===== config.mk =====
export PLATFORM = sky130hd
export DESIGN_NAME = pulse_meter
export DESIGN_NICKNAME = d
export VERILOG_FILES = /design/src/rtl/pulse_meter.sv
export SDC_FILE = /design/constraint.sdc
export NUM_CORES = 1
export LEC_CHECK = 0
export CAP_MARGIN = 10
export CORE_ASPECT_RATIO = 1.75
export CORE_MARGIN = 4
export CORE_UTILIZATION = 55
export DETAILED_ROUTE_END_ITERATION = 12
export MAX_ROUTING_LAYER = met4
export PLACE_DENSITY_LB_ADDON = 0.2
export REMOVE_ABC_BUFFERS = 1
export SLEW_MARGIN = 25
export SYNTH_ARGS = -nofsm -noshare
export SYNTH_HDL_FRONTEND = slang
export SYNTH_SLANG_ARGS = --single-unit

===== constraint.sdc =====
create_clock -name clk -period 4.6 [get_ports clk]
set_input_delay 0.92 -clock clk [delete_from_list [all_inputs] [get_ports clk]]
set_output_delay 0.92 -clock clk [all_outputs]
set_load 0.005 [all_outputs]

===== src/rtl/pulse_meter.sv =====
// pulse_meter: measures high time, period and (optionally) phase of three
// asynchronous pulse trains, in clk cycles, with CW-bit saturating counters.
// Latency: Valid/results appear after the 3rd clk edge following an input rise.
// Backpressure: none; results are one-cycle strobes with held outputs.
// Ports:
//   clk, RST (async active-high)         clock and reset
//   S1..S3                               asynchronous pulse inputs
//   PulseW1..3, Period1..3               last measured high time / period
//   Phase2, Phase3                       ch k rise delay after ch 1 rise
//   Valid1..3, Ovf1..3                   update strobe / saturation flag
// Build option: define PULSE_METER_PHASE_EN to include the phase logic;
// otherwise Phase2/Phase3 are tied to 0.
module pulse_meter #(
  parameter int CW = 4
) (
  input  logic          clk,
  input  logic          RST,
  input  logic          S1,
  input  logic          S2,
  input  logic          S3,
  output logic [CW-1:0] PulseW1,
  output logic [CW-1:0] PulseW2,
  output logic [CW-1:0] PulseW3,
  output logic [CW-1:0] Period1,
  output logic [CW-1:0] Period2,
  output logic [CW-1:0] Period3,
  output logic [CW-1:0] Phase2,
  output logic [CW-1:0] Phase3,
  output logic          Valid1,
  output logic          Valid2,
  output logic          Valid3,
  output logic          Ovf1,
  output logic          Ovf2,
  output logic          Ovf3
);

  localparam logic [CW-1:0] CNT_MAX = '1;

  typedef enum logic {ST_WAIT = 1'b0, ST_MEAS = 1'b1} state_t;

  // Two synchronizer stages plus one delay stage for edge detection.
  logic [2:0] w_in;
  logic [2:0] r_sync1, r_sync2, r_dly;
  logic [2:0] w_rise, w_fall;

  assign w_in = {S3, S2, S1};

  always_ff @(posedge clk or posedge RST) begin
    if (RST) begin
      r_sync1 <= '0;
      r_sync2 <= '0;
      r_dly   <= '0;
    end else begin
      r_sync1 <= w_in;
      r_sync2 <= r_sync1;
      r_dly   <= r_sync2;
    end
  end

  assign w_rise = r_sync2 & ~r_dly;
  assign w_fall = ~r_sync2 & r_dly;

  logic [3*CW-1:0] w_period_all, w_pw_all;
  logic [2:0]      w_valid_all, w_ovf_all;

`ifdef PULSE_METER_PHASE_EN
  // Channel 1 counter state, sampled by channels 2 and 3 at their rise.
  logic [CW-1:0]   w_ref_cnt;
  logic            w_ref_meas;
  logic [2*CW-1:0] w_phase_all;
`endif

  for (genvar g = 0; g < 3; g++) begin : g_ch
    state_t        r_state, w_state_nxt;
    logic          w_start, w_capture, w_count, w_width_cap;
    logic [CW-1:0] r_cnt, r_width, r_period, r_pw;
    logic          r_ovf, r_ovf_out, r_valid;

    always_ff @(posedge clk or posedge RST) begin
      if (RST) r_state <= ST_WAIT;
      else     r_state <= w_state_nxt;
    end

    always_comb begin
      w_state_nxt = r_state;
      if (r_state == ST_WAIT && w_rise[g]) w_state_nxt = ST_MEAS;
    end

    always_comb begin
      w_start     = (r_state == ST_WAIT) && w_rise[g];
      w_capture   = (r_state == ST_MEAS) && w_rise[g];
      w_count     = (r_state == ST_MEAS) && !w_rise[g];
      w_width_cap = (r_state == ST_MEAS) && w_fall[g];
    end

    always_ff @(posedge clk or posedge RST) begin
      if (RST) begin
        r_cnt     <= '0;
        r_width   <= '0;
        r_period  <= '0;
        r_pw      <= '0;
        r_ovf     <= 1'b0;
        r_ovf_out <= 1'b0;
        r_valid   <= 1'b0;
      end else begin
        r_valid <= w_capture;
        if (w_start) begin
          r_cnt   <= CW'(1);
          r_width <= '0;
          r_ovf   <= 1'b0;
        end else if (w_capture) begin
          r_period  <= r_cnt;
          r_pw      <= r_width;
          r_ovf_out <= r_ovf;
          r_cnt     <= CW'(1);
          r_ovf     <= 1'b0;
        end else if (w_count) begin
          // Saturate; an attempted step past the max marks the period overflowed.
          if (r_cnt == CNT_MAX) r_ovf <= 1'b1;
          else                  r_cnt <= r_cnt + CW'(1);
          // Once overflowed the true high time is unknown, so report the max.
          if (w_width_cap) r_width <= r_ovf ? CNT_MAX : r_cnt;
        end
      end
    end

    assign w_period_all[g*CW +: CW] = r_period;
    assign w_pw_all[g*CW +: CW]     = r_pw;
    assign w_valid_all[g]           = r_valid;
    assign w_ovf_all[g]             = r_ovf_out;

`ifdef PULSE_METER_PHASE_EN
    if (g == 0) begin : g_ref
      assign w_ref_cnt  = r_cnt;
      assign w_ref_meas = (r_state == ST_MEAS);
    end else begin : g_phase
      logic [CW-1:0] r_phase;
      // A same-cycle channel-1 rise means zero delay; its counter still
      // holds the previous period at that point, so it must be masked.
      always_ff @(posedge clk or posedge RST) begin
        if (RST)            r_phase <= '0;
        else if (w_capture) r_phase <= (w_ref_meas && !w_rise[0]) ? w_ref_cnt : '0;
      end
      assign w_phase_all[(g-1)*CW +: CW] = r_phase;
    end
`endif
  end

  assign PulseW1 = w_pw_all[0*CW +: CW];
  assign PulseW2 = w_pw_all[1*CW +: CW];
  assign PulseW3 = w_pw_all[2*CW +: CW];
  assign Period1 = w_period_all[0*CW +: CW];
  assign Period2 = w_period_all[1*CW +: CW];
  assign Period3 = w_period_all[2*CW +: CW];
  assign Valid1  = w_valid_all[0];
  assign Valid2  = w_valid_all[1];
  assign Valid3  = w_valid_all[2];
  assign Ovf1    = w_ovf_all[0];
  assign Ovf2    = w_ovf_all[1];
  assign Ovf3    = w_ovf_all[2];

`ifdef PULSE_METER_PHASE_EN
  assign Phase2 = w_phase_all[0*CW +: CW];
  assign Phase3 = w_phase_all[1*CW +: CW];
`else
  assign Phase2 = '0;
  assign Phase3 = '0;
`endif

endmodule

-- Word level (Yosys, flattened, before mapping)
Index checks and enable logic that the tools add are counted.
- add/subtract/negate cells: 3
- equality and inequality tests: 9
- multiplexer cells: 39
- bitwise logic cells: 10
- reduce and logical (&&, ||, !) cells: 39
- operator list (operator ; number):
    4-bit two-way mux ; 27
    2-bit AND reduction ; 9
    3-bit nonzero test ; 6
    4-bit by 1-bit adder with 4-bit output, second input constant ; 3
    4-bit equality test, second input constant ; 3
    1-bit logical AND ; 12
    1-bit two-way mux ; 12
    2-bit nonzero test ; 6
    3-bit inequality test, second input constant ; 3
    3-bit AND reduction ; 3
    3-bit AND ; 2
    2-bit inequality test, second input constant ; 3
    1-bit inverter ; 6
    3-bit inverter ; 2
    1-bit logical NOT ; 3
- flip-flop bits (word level): 69
- input port bits: 5
- output and inout port bits: 38
- word-level logic and storage cells: 127

-- Logic depth before layout (Yosys ltp)
Gate-level depths: netlist of run 1.
- word-level depth: 7
- gate-level depth with buffers: 6
- mapped depth without buffers: 6

-- Least setup slack after synthesis of run 1
OpenSTA, ideal clock, no wires.
- path kind: reg-to-reg
- start: register r_dly[1]
- end: register g_ch[1].r_ovf_out, in the netlist Ovf2
- library setup time: 0.125 ns
- arrival: 1.700 ns
- data required time: 4.475 ns
- path slack: 2.775 ns
- stages on the path, launching flop included: 6
- buffers on the path: 1
- clock period less this slack: 1.825 ns
- path through: dfrtp_1 or2b_1 inv_1 ha_1 clkbuf_1 mux2_2
- RTL lines (what ; RTL line ; source):
    start, declared ; 43 ; logic [2:0] r_sync1, r_sync2, r_dly;
    start signal, assigned ; 56 ; r_dly <= r_sync2;
    3-bit inverter ; 60 ; assign w_rise = r_sync2 & ~r_dly;
    3-bit AND ; 60 ;
    1-bit logical AND ; 91 ; w_capture = (r_state == ST_MEAS) && w_rise[g];
    via g_ch[1].w_capture ; 75 ; logic w_start, w_capture, w_count, w_width_cap;
    2-bit AND reduction (no source line) ; n/a ;
    end signal, assigned ; 114 ; r_ovf_out <= r_ovf;
    end, declared ; 77 ; logic r_ovf, r_ovf_out, r_valid;
The timed path passes the listed nets, and every way through them passes these cells.
A chain may end at the register's enable or synchronous reset.

-- Final worst setup path of run 1
- start: register g_ch[0].r_pw[2], in the netlist PulseW1[2]
- end: output port PulseW1[2]
- RTL lines (what ; RTL line ; source):
    start, declared ; 76 ; logic [CW-1:0] r_cnt, r_width, r_period, r_pw;
    start signal, assigned ; 113 ; r_pw <= r_width;
    end, declared ; 21 ; output logic [CW-1:0] PulseW1,
No word-level cell between the ends.

==> results of run 1 <==
==> sequential cells by signal, summed over array words and instances (netlist names), 4 cells and up <==
| signal | flops |
|---|---|
| Period2 | 4 |
| PulseW2 | 4 |
| g_ch.r_cnt | 12 |
| PulseW3 | 4 |
| PulseW1 | 4 |
| Period1 | 4 |
| Period3 | 4 |
| g_ch.r_width | 12 |
==> power by group through the flow <==
stage	sequential, uW	clock, uW	combinational, uW
2_1_floorplan	990	0	397
3_3_place_gp	1020	0	682
3_5_place_dp	1030	0	698
4_1_cts	1020	508	701
5_1_grt	1060	534	773
6_report	1020	497	691
==> per-stage QoR <==
| stage | std cells | instance area [um2] | setup slack [ns] |
|---|---|---|---|
| final | 355 | 3615 | 2.471 |
| after CTS | 355 | 3615 | 2.449 |
| after global routing | 355 | 3615 | 2.410 |
| after floorplan | 230 | 2972 | 1.940 |
| after detailed placement | 339 | 3412 | 2.257 |
| after global placement | 339 | 3412 | 2.260 |
==> worst max-delay path by stage <==
| stage | from | to |
|---|---|---|
| floorplan | RST | Ovf1$_DFFE_PP0P_ |
| global placement | RST | r_sync1[1]$_DFF_PP0_ |
| detailed placement | RST | r_sync1[1]$_DFF_PP0_ |
| CTS | PulseW3[0]$_DFFE_PP0P_ | PulseW3[0] |
| global route | PulseW3[3]$_DFFE_PP0P_ | PulseW3[3] |
| finish | PulseW1[2]$_DFFE_PP0P_ | PulseW1[2] |
==> routing by layer <==
metal | vias to the layer above | share of wire [%] | global-route usage, %
met5 | - | 0 | -
met4 | 0 | 2.9 | 10.74
met1 | 952 | 41 | 19.90
met2 | 41 | 53 | 29.61
met3 | 14 | 3.3 | 3.383
li1 | 894 | - | -
==> cell families after synthesis <==
| group | count (synthesis) |
|---|---|
| mux | 45 |
| compound gates | 26 |
| simple gates | 58 |
| other cells | 1 |
| buf+inv | 26 |
| flops | 69 |
| fa+ha+maj | 12 |
==> final cells by class <==
class | instances | area [um2] | share of cell area [%]
flip-flops and latches | 69 | 1727 | 47.77
multi-input cells | 149 | 1200 | 33.19
repair buffers | 35 | 347.8 | 9.623
clock buffers | 13 | 158.9 | 4.396
well taps | 74 | 92.59 | 2.561
inverters | 12 | 45.04 | 1.246
clock inverters | 3 | 43.79 | 1.211
==> synth_stat cells, types with 3 or more instances <==
library cell	count	area share [%]
buf_4	9	2.2
a21oi_1	4	0.66
mux2_2	41	15
mux2i_1	4	1.3
nor2_1	34	4.2
or2_2	3	0.62
ha_1	12	5.0
nand3_1	5	0.83
dfrtp_1	69	57
inv_1	12	1.5
clkbuf_1	4	0.50
nor3b_1	4	0.99
==> summary.txt, run 1 <==
Run status
  • Status: completed

Cells and area
  • P&R area growth vs syn: 19.23%
  • Share of layout cells above drive strength 1: around 22%
  • Most frequent cells in the layout: dfrtp_1 (69), mux2_2 (41), nor2_1 (34), clkdlybuf4s50_1 (34), ha_1 (12)
  • Commonest non-fill, non-tap cell in the layout: dfrtp_1
  • Fin util: about 68%
  • Nets: 293
  • Ant. Diodes: 0
  • FILL cells: ~410

Critical path
  • Register-to-Register Path Depth: 5
  • Worst EP arrival: between 1 and 1.5 ns
  • WS Path Type: reg -> out
  • Critical Path End Type: output port
  • Crit-path max FO: 2
  • Worst path max stage delay: slightly above 0.5 ns
  • WP data required: ~3.7 ns
  • R2r setup slk: between 2 and 3 ns
  • R2r endpoint: g_ch[1].r_width[1]$_DFFE_PP0P_
  • Ordered cell list for the critical path: clkdlybuf4s50_1
  • Critical Path Stages: 1
  • Reg-to-Reg Start: r_sync2[1]$_DFF_PP0_
  • Buffers & Inverters on Critical Path: 1
  • Critical path's slowest cell: clkdlybuf4s50_1
  • CP Launch Type: flop
  • Delay-heaviest family, CP: buffers and inverters

Timing
  • Max Freq: around 0.47 GHz
  • Setup TNS: 0 ns
  • Final setup violation count: 0
  • Clock Skews: 0.01304 ns
  • Worst-Margin Slew: roughly 0.72 ns
  • Hold Vio Cnt, Final: 0
  • Min Hold Slack: 0.3546 ns
  • Tmin final: 2.129 ns
  • RSZ-0062 raised after global routing: false
  • Final worst-path cycle share: between 40 and 50%
  • Max-slew violations: 0
  • Rel. slew slack: between 50% and 60%

Detailed routing
  • Post-Route WL: around 5.2 mm
  • DRT iter0 DRCs: 77
  • DR WL/cell: around 15 um
  • Via-to-Cell Ratio: roughly 5.4
  • TritonRoute pass-1 iters: 4
  • DR DRC count: 0
  • Post-DRT Antenna Nets: 0
  • Via count: about 1900

GRT
  • Initial antenna violation count: 0
  • Vias in the first global route: 1979
  • Grt total ovfl: 0
  • GRT Overall Usage: 17.94%
  • Largest net degree at the start of global routing: 37
  • First-pass GRT wire length: about 9.2 mm

Clock network
  • Clock sink total: a little under 70
  • CTS tree: built
  • Hold-fix buffers at CTS: 0
  • CTS Root Cell: clkbuf_8
  • Setup Fix Bufs, Post-CTS: 0
  • CTS resizes: 0
  • Reg clk slew, reported paths: roughly 0.070 ns
  • Clock H-tree levels: 3
  • Max Root-Sink Buffers: 2
  • Insertion delay to the later sink of the worst-skew pair: about 0.34 ns
  • CTS Buf Count: 9

Floorplanning
  • DIE WIDTH: 64.12 um
  • # IOs: 43
  • Initial Util: ~57%
  • Core outline area: roughly 5300 um2
  • Site Rows: 35
  • Die Area: just under 7000 um2
  • Die H: roughly 110 um

Power
  • Int Power: between 1500 and 2000 uW
  • Net Sw Power: around 640 uW
  • Sw frac: between 20% and 30%
  • Comb pwr share: 31.3%
  • Leakage power: between 0.0015 and 0.002 uW
  • Clock Power Share: between 20% and 30%
  • Peak VDD IR: 0.3728 mV
  • Pwr/cell area: ~610 nW/um2
  • Flop pwr share: 46.2%
  • Post-layout power: between 2000 and 2500 uW

Placement
  • Hpwl dp: 3.640 mm
  • Routability Congestion: slightly below 0.9
  • Port Buffers: 34

Min path
  • Hold EP: r_sync2[0]$_DFF_PP0_
  • WHS Path Cells: 0
  • Hold wc startpoint: r_sync1[0]$_DFF_PP0_
  • Class of the worst hold path: reg -> reg

Job
  • MaxCap Viol Count: 0

Logic synthesis
  • Post-Synth XOR/XNOR Area: 0%
  • Asr flop ratio synth: 100.0%
  • Ys Warns: 0
  • Top FF cell, synth: dfrtp_1
  • Post-synth EDFFs: 0
  • Mean Syn Cell Area: ~13 um2
  • Yosys reg bits: 69
  • Largest family of logic cells by synthesized area: multiplexers
  • Synth Area in Adders: about 5.0%
  • Synth Area in Compound Gates: between 7 and 8%
  • Synth unique cells: 38
  • Post-synthesis cell count: ~240
  • Cell Area, Synth: between 3000 and 4000 um2
  • Mux contribution to synthesized area: between 10% and 20%
  • Seq/Total Area, Yosys: a little under three fifths
  • Post-synthesis simple-gate area fraction: roughly a tenth
No activity file was read; power rests on OpenSTA's default activity.
==> run 2, diff against run 1 <==
--- a/config.mk
+++ b/config.mk
@@ -8,7 +8,7 @@
 export CAP_MARGIN = 10
 export CORE_ASPECT_RATIO = 1.75
 export CORE_MARGIN = 4
-export CORE_UTILIZATION = 55
+export CORE_UTILIZATION = 54
 export DETAILED_ROUTE_END_ITERATION = 12
 export MAX_ROUTING_LAYER = met4
 export PLACE_DENSITY_LB_ADDON = 0.2
==> constraint.sdc (replaced) <==
create_clock -name clk -period 2 [get_ports clk]
set_input_delay 0.4 -clock clk [delete_from_list [all_inputs] [get_ports clk]]
set_output_delay 0.4 -clock clk [all_outputs]
set_load 0.005 [all_outputs]
==> summary.txt, run 2 (same netlist as run 1, synthesis figures left out) <==
Clock network
  • CTS resizes: 0
  • Setup Fix Bufs, Post-CTS: 0
  • Clock H-tree levels: 3
  • Clock sink total: 69
  • CTS tree: built
  • Hold-fix buffers at CTS: 0
  • Reg clk slew, reported paths: ~0.060 ns
  • Insertion delay to the later sink of the worst-skew pair: 0.34 ns
  • CTS Root Cell: clkbuf_8
  • CTS Buf Count: 9
  • Max Root-Sink Buffers: 2

Floorplanning
  • Die Area: approximately 6900 um2
  • # IOs: 43
  • Core outline area: ~5300 um2
  • Site Rows: 35
  • Initial Util: 56.74%
  • DIE WIDTH: around 65 um
  • Die H: 107.1 um

Timing
  • Final setup violation count: 0
  • Setup TNS: 0 ns
  • Max-slew violations: 0
  • Final worst-path cycle share: ~91%
  • Tmin final: between 1.5 and 2 ns
  • Clock Skews: 0.002711 ns
  • Max Freq: roughly 0.55 GHz
  • Hold Vio Cnt, Final: 0
  • RSZ-0062 raised after global routing: false

Detailed routing
  • DRT iter0 DRCs: around 120
  • TritonRoute pass-1 iters: 4
  • DR WL/cell: around 15 um
  • Post-DRT Antenna Nets: 0
  • DR DRC count: 0
  • Post-Route WL: about 5.4 mm
  • Via count: approximately 1900
  • Via-to-Cell Ratio: between 5 and 6

Run status
  • Status: completed

GRT
  • Met3 GRT Util: about 5.2%
  • GRT Overall Usage: 18.09%
  • Met1 Use GR: between 20 and 25%
  • Busiest grt layer: met2
  • Initial antenna violation count: 0
  • First-pass GRT wire length: 9.142 mm
  • Vias in the first global route: roughly 2000
  • Grt met2 use: between 20 and 30%
  • Grt total ovfl: 0
  • Largest net degree at the start of global routing: 70

Cells and area
  • Most frequent cells in the layout: dfrtp_1 (69), mux2_2 (41), nor2_1 (34), clkdlybuf4s50_1 (34), ha_1 (12)
  • Design area: 3635 um2
  • Share of layout cells above drive strength 1: 23.86%
  • Nets: roughly 300
  • Biggest regs: g_ch.r_cnt (12), g_ch.r_width (12)
  • Commonest non-fill, non-tap cell in the layout: dfrtp_1
  • P&R area growth vs syn: 19.89%
  • Ant. Diodes: 0

Power
  • Pwr/cell area: roughly 1400 nW/um2
  • Leakage power: around 0.0017 uW
  • Peak VDD IR: 0.7218 mV

Placement
  • DP Area: 3470 um2
  • Port Buffers: 34
  • Hpwl dp: approximately 3.8 mm
  • Routability Congestion: about 0.87

Critical path
  • Delay-heaviest family, CP: flip-flops
  • WS Path Type: reg -> reg
  • Ordered cell list for the critical path: or2b_1 > inv_1 > ha_1 > buf_4 > mux2_2
  • R2r setup slk: around 0.19 ns
  • Worst EP arrival: 2.04 ns
  • CP Launch Type: flop
  • Buffers & Inverters on Critical Path: 2
  • WP data required: around 2.2 ns
  • Worst path max stage delay: approximately 0.40 ns
  • Critical path's slowest cell: dfrtp_1
  • Crit-path max FO: 10
  • Critical Path End Type: flop

Min path
  • Class of the worst hold path: reg -> reg

Job
  • MaxCap Viol Count: 0
-- run 2: changes by cell type in the layout (fill, tap and decap cells not counted), sizes merged --
| cell | change |
|---|---|
| clkbuf | -1 |
| bufinv | -1 |
| buf | +6 |
-- run 2: final timing paths --
| check | from | to | cells past startpoint |
|---|---|---|---|
| worst max register to register | r_dly[1]$_DFF_PP0_ | Ovf2$_DFFE_PP0P_ | 5 |
| min in group asynchronous | RST | r_sync1[2]$_DFF_PP0_ | 3 |
| worst min register to register | r_sync1[1]$_DFF_PP0_ | r_sync2[1]$_DFF_PP0_ | 0 |
| max in group asynchronous | RST | r_sync1[0]$_DFF_PP0_ | 3 |
| worst max-delay path | r_dly[1]$_DFF_PP0_ | Ovf2$_DFFE_PP0P_ | 5 |
| worst min-delay path | r_sync1[1]$_DFF_PP0_ | r_sync2[1]$_DFF_PP0_ | 0 |
-- run 2: stage by stage --
step	hold slack, ns	utilization (%)	setup slack, ns	total power (uW)	std cells
after floorplan	0.3312	-	-0.1399	3191	230
after global placement	0.3336	64.94	0.2329	3980	345
after detailed placement	0.3358	64.94	0.1839	4044	345
after CTS	0.3508	68.03	0.1755	5036	359
after global routing	0.3538	68.03	0.07344	5340	359
final	0.3468	68.03	0.1877	4969	359
-- run 2: power by group --
part           internal [uW]  switching, uW  total [uW]
Sequential              1920            431        2350
Combinational           1070            584        1650
Clock                    500            467         967
-- run 2: cell type report --
| class | count | area [um2] |
|---|---|---|
| timing repair buffer | 41 | 405.4 |
| clock inverter | 2 | 10.01 |
| multi-input combinational | 149 | 1200 |
| sequential | 69 | 1727 |
| clock buffer | 12 | 155.1 |
| inverter | 12 | 45.04 |
| fill | 422 | 1708 |
| tap | 74 | 92.59 |
-- run 2: per-layer routing --
metal | share of wire (%) | wire, um
met2 | 53 | 2868
met4 | 2.4 | 131
met1 | 40 | 2156
met5 | 0 | 0
met3 | 4.2 | 226
==> run 3, diff against run 2 <==
--- a/config.mk
+++ b/config.mk
@@ -8,10 +8,11 @@
 export CAP_MARGIN = 10
 export CORE_ASPECT_RATIO = 1.75
 export CORE_MARGIN = 4
-export CORE_UTILIZATION = 54
+export CORE_UTILIZATION = 55
+export CTS_BUF_LIST = sky130_fd_sc_hd__clkbuf_8
 export DETAILED_ROUTE_END_ITERATION = 12
 export MAX_ROUTING_LAYER = met4
-export PLACE_DENSITY_LB_ADDON = 0.2
+export PLACE_DENSITY = 0.8
 export REMOVE_ABC_BUFFERS = 1
 export SLEW_MARGIN = 25
 export SYNTH_ARGS = -nofsm -noshare
==> summary.txt, run 3 (same netlist as run 1, synthesis figures left out) <==
GRT
  • First-pass GRT wire length: 9.032 mm
  • Vias in the first global route: about 2100
  • Initial antenna violation count: 0
  • Grt total ovfl: 0
  • Largest net degree at the start of global routing: 60
  • GRT Overall Usage: 17.34%

Placement
  • DP Area: 3462 um2
  • Setup WS pre-CTS: 0.1713 ns
  • Routability Congestion: 0.8871
  • Port Buffers: 34
  • Placed Instances: approximately 340
  • Hpwl dp: approximately 3.7 mm

Cells and area
  • FILL cells: a little under 400
  • Biggest regs: g_ch.r_cnt (12), g_ch.r_width (12)
  • Most frequent cells in the layout: dfrtp_1 (69), mux2_2 (41), nor2_1 (34), clkdlybuf4s50_1 (34)
  • Nets: 298
  • Final Non-Filler Cells: between 300 and 400
  • Ant. Diodes: 0
  • P&R area growth vs syn: 20.51%
  • Storage cell area: roughly 1700 um2
  • Multi-input logic area: approximately 1200 um2
  • Design area: 3654 um2
  • Commonest non-fill, non-tap cell in the layout: dfrtp_1
  • Share of layout cells above drive strength 1: roughly 24%
  • Fin util: ~70%

Timing
  • Worst setup margin: ~0.16 ns
  • Max-slew violations: 0
  • Setup TNS: 0 ns
  • Tmin final: ~1.8 ns
  • Clock Skews: 0.007427 ns
  • Max Freq: around 0.54 GHz
  • Final worst-path cycle share: 91.82%
  • RSZ-0062 raised after global routing: false
  • Hold Vio Cnt, Final: 0
  • Final setup violation count: 0

Critical path
  • WS Path Type: reg -> reg
  • R2r setup slk: 0.16 ns
  • CP Launch Type: flop
  • Critical Path End Type: flop
  • Crit-path max FO: 8
  • WP data required: approximately 2.2 ns
  • Worst EP arrival: between 2 and 2.5 ns

Clock network
  • Hold-fix buffers at CTS: 0
  • Max Root-Sink Buffers: 2
  • CTS Buf Count: 9
  • CTS tree: built
  • Insertion delay to the later sink of the worst-skew pair: around 0.34 ns
  • CTS Root Cell: clkbuf_8
  • Clock H-tree levels: 3
  • Clock sink total: 69
  • Setup Fix Bufs, Post-CTS: 0
  • CTS resizes: 0
  • Reg clk slew, reported paths: 0.07 ns

Floorplanning
  • DIE WIDTH: 64.12 um
  • Initial Util: 57.21%
  • Site Rows: 35
  • # IOs: 43
  • Core outline area: ~5300 um2
  • Die H: about 110 um
  • Die Area: between 6000 and 7000 um2

Job
  • MaxCap Viol Count: 0

Power
  • Pwr/cell area: 1379 nW/um2
  • Peak VDD IR: between 0.8 and 0.9 mV
  • Leakage power: 0.001687 uW

Min path
  • Class of the worst hold path: in -> async

Detailed routing
  • DRT iter0 DRCs: between 100 and 150
  • TritonRoute pass-1 iters: 5
  • Post-Route WL: just over 5 mm
  • DR WL/cell: ~14 um
  • Via-to-Cell Ratio: about 5.5
  • DR DRC count: 0
  • Post-DRT Antenna Nets: 0
  • Via count: about 2000

Run status
  • Status: completed
## run 3: cell count changes in the layout (fill, tap and decap cells not counted)
cell / before / now
bufinv_16: 0 / 1
clkbuf_1: 1 / 0
inv_1: 11 / 12
buf_4: 6 / 5
clkbuf_8: 11 / 10
clkinv_2: 2 / 4
## run 3: critical path, stage by stage (launching register included)
cell	delay [ns]
dfrtp_1	0.40
nand2b_1	0.15
inv_1	0.10
ha_1	0.31
nor2_1	0.13
o21a_1	0.27
mux2_2	0.37
## run 3: area by class of cell
| type | count | share of cell area (%) |
|---|---|---|
| clock buffer | 10 | 3.767 |
| clock inverter | 6 | 1.473 |
| inverter | 12 | 1.233 |
| multi-input combinational | 149 | 32.84 |
| sequential | 69 | 47.26 |
| tap | 74 | 2.534 |
| timing repair buffer | 40 | 10.89 |
## run 3: path summary, 6_finish.rpt
check | startpoint | endpoint | cells past startpoint
worst max-delay path | r_sync2[0]$_DFF_PP0_ | g_ch[0].r_width[3]$_DFFE_PP0P_ | 6
min in group clk | r_sync1[0]$_DFF_PP0_ | r_sync2[0]$_DFF_PP0_ | 0
worst min register to register | r_sync1[0]$_DFF_PP0_ | r_sync2[0]$_DFF_PP0_ | 0
worst min-delay path | RST | g_ch[1].r_cnt[1]$_DFFE_PP0P_ | 2
worst max register to register | r_sync2[0]$_DFF_PP0_ | g_ch[0].r_width[3]$_DFFE_PP0P_ | 6
max in group asynchronous | RST | Period2[3]$_DFFE_PP0P_ | 3
## run 3: stage by stage
step / power [uW] / hold WS, ns
final: 5039 / 0.3083
after global routing: 5392 / 0.3308
after CTS: 5103 / 0.3121
after detailed placement: 4007 / 0.3371
after global placement: 3932 / 0.3373
after floorplan: 3191 / 0.3312
## run 3: where the power goes
group          internal [uW]  switching, uW
combinational           1060            556
sequential              1920            431
clock                    596            483
total                   3570           1470
## run 3: layer usage
| metal | GRT usage (%) | routed length [um] | vias up | part of all wire (%) |
|---|---|---|---|---|
| li1 | - | - | 900 | - |
| met1 | 19.90 | 2043 | 992 | 40 |
| met2 | 27.98 | 2675 | 58 | 53 |
| met3 | 4.228 | 239 | 14 | 4.7 |
| met4 | 8.926 | 136 | 0 | 2.7 |
| met5 | - | 0 | - | 0 |
==> patch 1: new RTL, flow settings as in run 2 <==
Register the output `Period3`; this adds one clock of latency there. The other outputs are not delayed to match.
--- a/src/rtl/pulse_meter.sv
+++ b/src/rtl/pulse_meter.sv
@@ -153,3 +153,5 @@
   assign Period2 = w_period_all[1*CW +: CW];
-  assign Period3 = w_period_all[2*CW +: CW];
+  always_ff @(posedge clk) begin
+    Period3 <= w_period_all[2*CW +: CW];
+  end
   assign Valid1  = w_valid_all[0];
Formal check against the unedited RTL: not equivalent (a bounded check fails within 10 cycles, from zero or initial values and one cycle with RST high).
==> patch 1 against run 2 <==
Routed wire length down 3.3%. First-iteration DRC count is 9.2% lower. Total power is 2.3% higher. Sequential cell count increased by 4. Setup slack gained 0.023 ns. Cell area up 3.6%. Synthesized area rose by 2.7%. Sequential share of layout area up 0.45 points. Critical endpoint is now g_ch[2].r_width[1].
==> patch 1: results <==
routing:
  num_vias: 1931
  post_drt_wl_per_cell_um: 14.0
finish:
  multi_input_area_mm2: 0.00120
  share_of_final_layout_standard_cells_stronger_than_drive_strength_1_pct: 23.3
  fill_cells: 450
  number_of_standard_cells_in_the_layout_taps_in_and_fillers_out: 372
synthesis:
  synth_mux_area_share_pct: 15.5
  compound_gate_fraction_of_synth_area_pct: 7.68
  synthAdderAreaFrac_pct: 4.82
  post_synth.cell_area_avg_um2: 12.8
  ys_top_cells_by_count: "69 x sky130_fd_sc_hd__dfrtp_1, 41 x sky130_fd_sc_hd__mux2_2, 32 x sky130_fd_sc_hd__nor2_1, 14 x sky130_fd_sc_hd__inv_1, 12 x sky130_fd_sc_hd__ha_1"
  synth_area_leaders: "sky130_fd_sc_hd__dfrtp_1 55%, sky130_fd_sc_hd__mux2_2 15%, sky130_fd_sc_hd__ha_1 4.8%, sky130_fd_sc_hd__nor2_1 3.9%, sky130_fd_sc_hd__dfxtp_1 2.6%"
  ys_seq_area_share_pct: 58.0
grt:
  grt_pass1_wl_um: 9180
  grt_use_total_pct: 17.9
  pin_count_of_the_biggest_net_entering_global_routing: 30
  vias_in_the_first_global_route: 2010
place:
  routabilityCongestion: 0.825
  numPlacedInstances: 356
  dpl-instance-area_mm2: 0.00360
  detailedPlace.worstSlack_ns: 0.195
  detailed_place_hpwl_um: 3830
power_and_ir_drop:
  power_share_of_the_sequential_group_pct: 48.3
  power.switching_mw: 1.46
  power.static_leakage_nw: 1.72
run_status:
  status: "complete, no violations"
patch 1: final cells by class:
| cell class | instances | area share (%) |
|---|---|---|
| inverter | 14 | 1.39 |
| tap | 76 | 2.52 |
| clock buffer | 16 | 4.52 |
| multi-input combinational | 150 | 31.8 |
| timing repair buffer | 43 | 11.8 |
| sequential | 73 | 48.0 |
patch 1: path summary, 6_finish.rpt:
kind | from | endpoint | slack, ns | cells after the start
min | r_sync1[0] | r_sync2[0] | 0.35 | 0
max in group asynchronous | RST | g_ch[0].r_width[3] | 1.09 | 3
max | r_sync2[2] | g_ch[2].r_width[1] | 0.21 | 4
min in group asynchronous | RST | g_ch[2].r_cnt[2] | 0.39 | 2
min reg2reg | r_sync1[0] | r_sync2[0] | 0.35 | 0
max reg2reg | r_sync2[2] | g_ch[2].r_width[1] | 0.21 | 4
patch 1: per-layer routing:
metal  part of all wire [%]  track usage (%)  vias up
met5                      0                -        -
met4                    2.7             9.20        0
li1                       -                -      928
met3                    3.6             5.82       11
met1                     39             19.8      961
met2                     54             28.6       31
==> patch 2: new RTL, flow settings as in run 2 <==
Without the edit above. `CW`: 4 -> 5.
--- a/src/rtl/pulse_meter.sv
+++ b/src/rtl/pulse_meter.sv
@@ -13,3 +13,3 @@
 module pulse_meter #(
-  parameter int CW = 4
+  parameter int CW = 5
 ) (
Interface: changed (8 resized); port bits go from 43 to 51. No check against the original RTL was run, so the function may have changed too.
==> patch 2 against run 2 <==
Setup slack lost 0.073 ns. Count of clock-buffer cells in the layout is 1 higher. Die area rose by 14%. Routed wire length up 14%. Sequential power increased by 6%. Clock power up 9%. Synthesized area up 15%. Cell area up 15%. Total power is 0.28% higher. Global-route usage is 0.46 points higher. Sequential cell count up 12. Clock skew rose by 0.0084 ns. Highest routed layer unchanged.
==> patch 2: results <==
routing:
  dr.first_iter.drc_count: 96
  num_vias: 2291
  post_drt_via_cell_ratio: 5.37
finish:
  largest_registers: "g_ch.r_cnt (15), g_ch.r_width (15)"
  post_layout_nets: 362
  fill_cells: 510
  share_of_final_layout_standard_cells_stronger_than_drive_strength_1_pct: 10.7
place:
  numPlacedInstances: 410
  portBuffers: 40
  detailed_place_hpwl_um: 4510
  routabilityCongestion: 0.886
power_and_ir_drop:
  power.static_leakage_nw: 2.02
  peakVddDrop_mv: 0.964
synthesis:
  synth_largest_type_area_fraction_pct: 57.9
  synth_area_leaders: "sky130_fd_sc_hd__dfrtp_1 58%, sky130_fd_sc_hd__mux2_1 11%, sky130_fd_sc_hd__ha_1 5.4%, sky130_fd_sc_hd__nor2_1 2.6%, sky130_fd_sc_hd__o31ai_1 2.6%"
  ys_seq_area_share_pct: 57.9
  netlist-cell-type-count: 39
  post_synth.cell_area_avg_um2: 12.2
min_path:
  worstHoldEndpoint: "r_sync2[0]"
  hp-start: "r_sync1[0]"
grt:
  pin_count_of_the_biggest_net_entering_global_routing: 43
  grt_use_total_pct: 18.6
  vias_in_the_first_global_route: 2270
worst_setup_path:
  worstPathMaxFanout: 6
  worst_r2r_path_depth: 6
  worst-endpoint-arrival_ns: 2.17
  regToRegSetupSlack_ns: 0.11
  critical-path-top-delay-family: "simple AND/OR/NAND/NOR gates"
  rr_endpoint: "g_ch[2].r_cnt[3]"
  r2r_start: "g_ch[2].r_cnt[0]"
run_status:
  status: "complete, no violations"
sta:
  skew_ns: 0.0112
==> patch 2: cell count changes in the layout (fill, tap and decap cells not counted), sizes merged, moves of 6 or more <==
| cell | change |
|---|---|
| nand2 | +18 |
| o31ai | +17 |
| dfrtp | +12 |
| nor2 | -10 |
| mux2 | -8 |
| o21ai | +7 |
| buf | +6 |
| clkdlybuf4s50 | +6 |
==> patch 2: layer usage <==
metal	up-vias	GRT usage [%]	routed length [um]
li1	1098	-	-
met1	1125	22.3	2560
met2	55	28.6	3180
met3	13	5.01	256
met4	0	8.59	145
met5	-	-	0
==> patch 2: worst max-delay path by stage <==
stage / endpoint / startpoint
detailed placement: g_ch[2].r_cnt[3] / g_ch[2].r_cnt[1]
CTS: g_ch[2].r_cnt[3] / g_ch[2].r_cnt[1]
finish: g_ch[2].r_cnt[3] / g_ch[2].r_cnt[0]
floorplan: Ovf1 / RST
global placement: g_ch[0].r_cnt[2] / g_ch[0].r_cnt[0]
global route: g_ch[0].r_width[4] / r_dly[0]
==> patch 2: final cells by class <==
type	count	area (um2)	area share, %
Tap cell	80	100	2.38
Clock buffer	13	159	3.79
Clock inverter	3	15.0	0.358
Sequential cell	81	2030	48.3
Timing Repair Buffer	53	498	11.9
Multi-Input combinational cell	183	1350	32.0
Inverter	14	53.8	1.28
==> patch 2: power by group <==
part	internal, mW	leakage [nW]	switching [mW]
clock	0.513	0.0932	0.541
sequential	2.14	1.03	0.343
combinational	0.874	0.890	0.572
total	3.53	2.02	1.46
==> patch 2: worst reg2reg max path: stages (launching register included) <==
cell                       delay (ns)
sky130_fd_sc_hd__dfrtp_1         0.40
sky130_fd_sc_hd__ha_1            0.23
sky130_fd_sc_hd__and3_1          0.19
sky130_fd_sc_hd__ha_1            0.24
sky130_fd_sc_hd__nand4b_1        0.22
sky130_fd_sc_hd__or4_1           0.41
sky130_fd_sc_hd__mux2i_1         0.13
==> patch 2: kinds of logic after synthesis <==
family / count (synthesis) / share of synthesized area [%]
other cells: 1 / 0.107
fa+ha+maj: 15 / 5.36
buf+inv: 31 / 4.65
flops: 81 / 57.9
mux: 35 / 11.2
compound gates: 43 / 9.36
simple gates: 80 / 11.4
==> patch 2: through the flow <==
step                      cell area (um2)  hold WS [ns]  TNS [ns]  setup WS, ns
final                                4200         0.352         0         0.114
after global routing                 4200         0.356         0        0.0143
after CTS                            4190         0.355         0         0.101
after detailed placement             4020         0.340         0         0.154
after global placement               4020         0.334         0         0.179
after floorplan                      3420         0.331    -38.89        -0.480
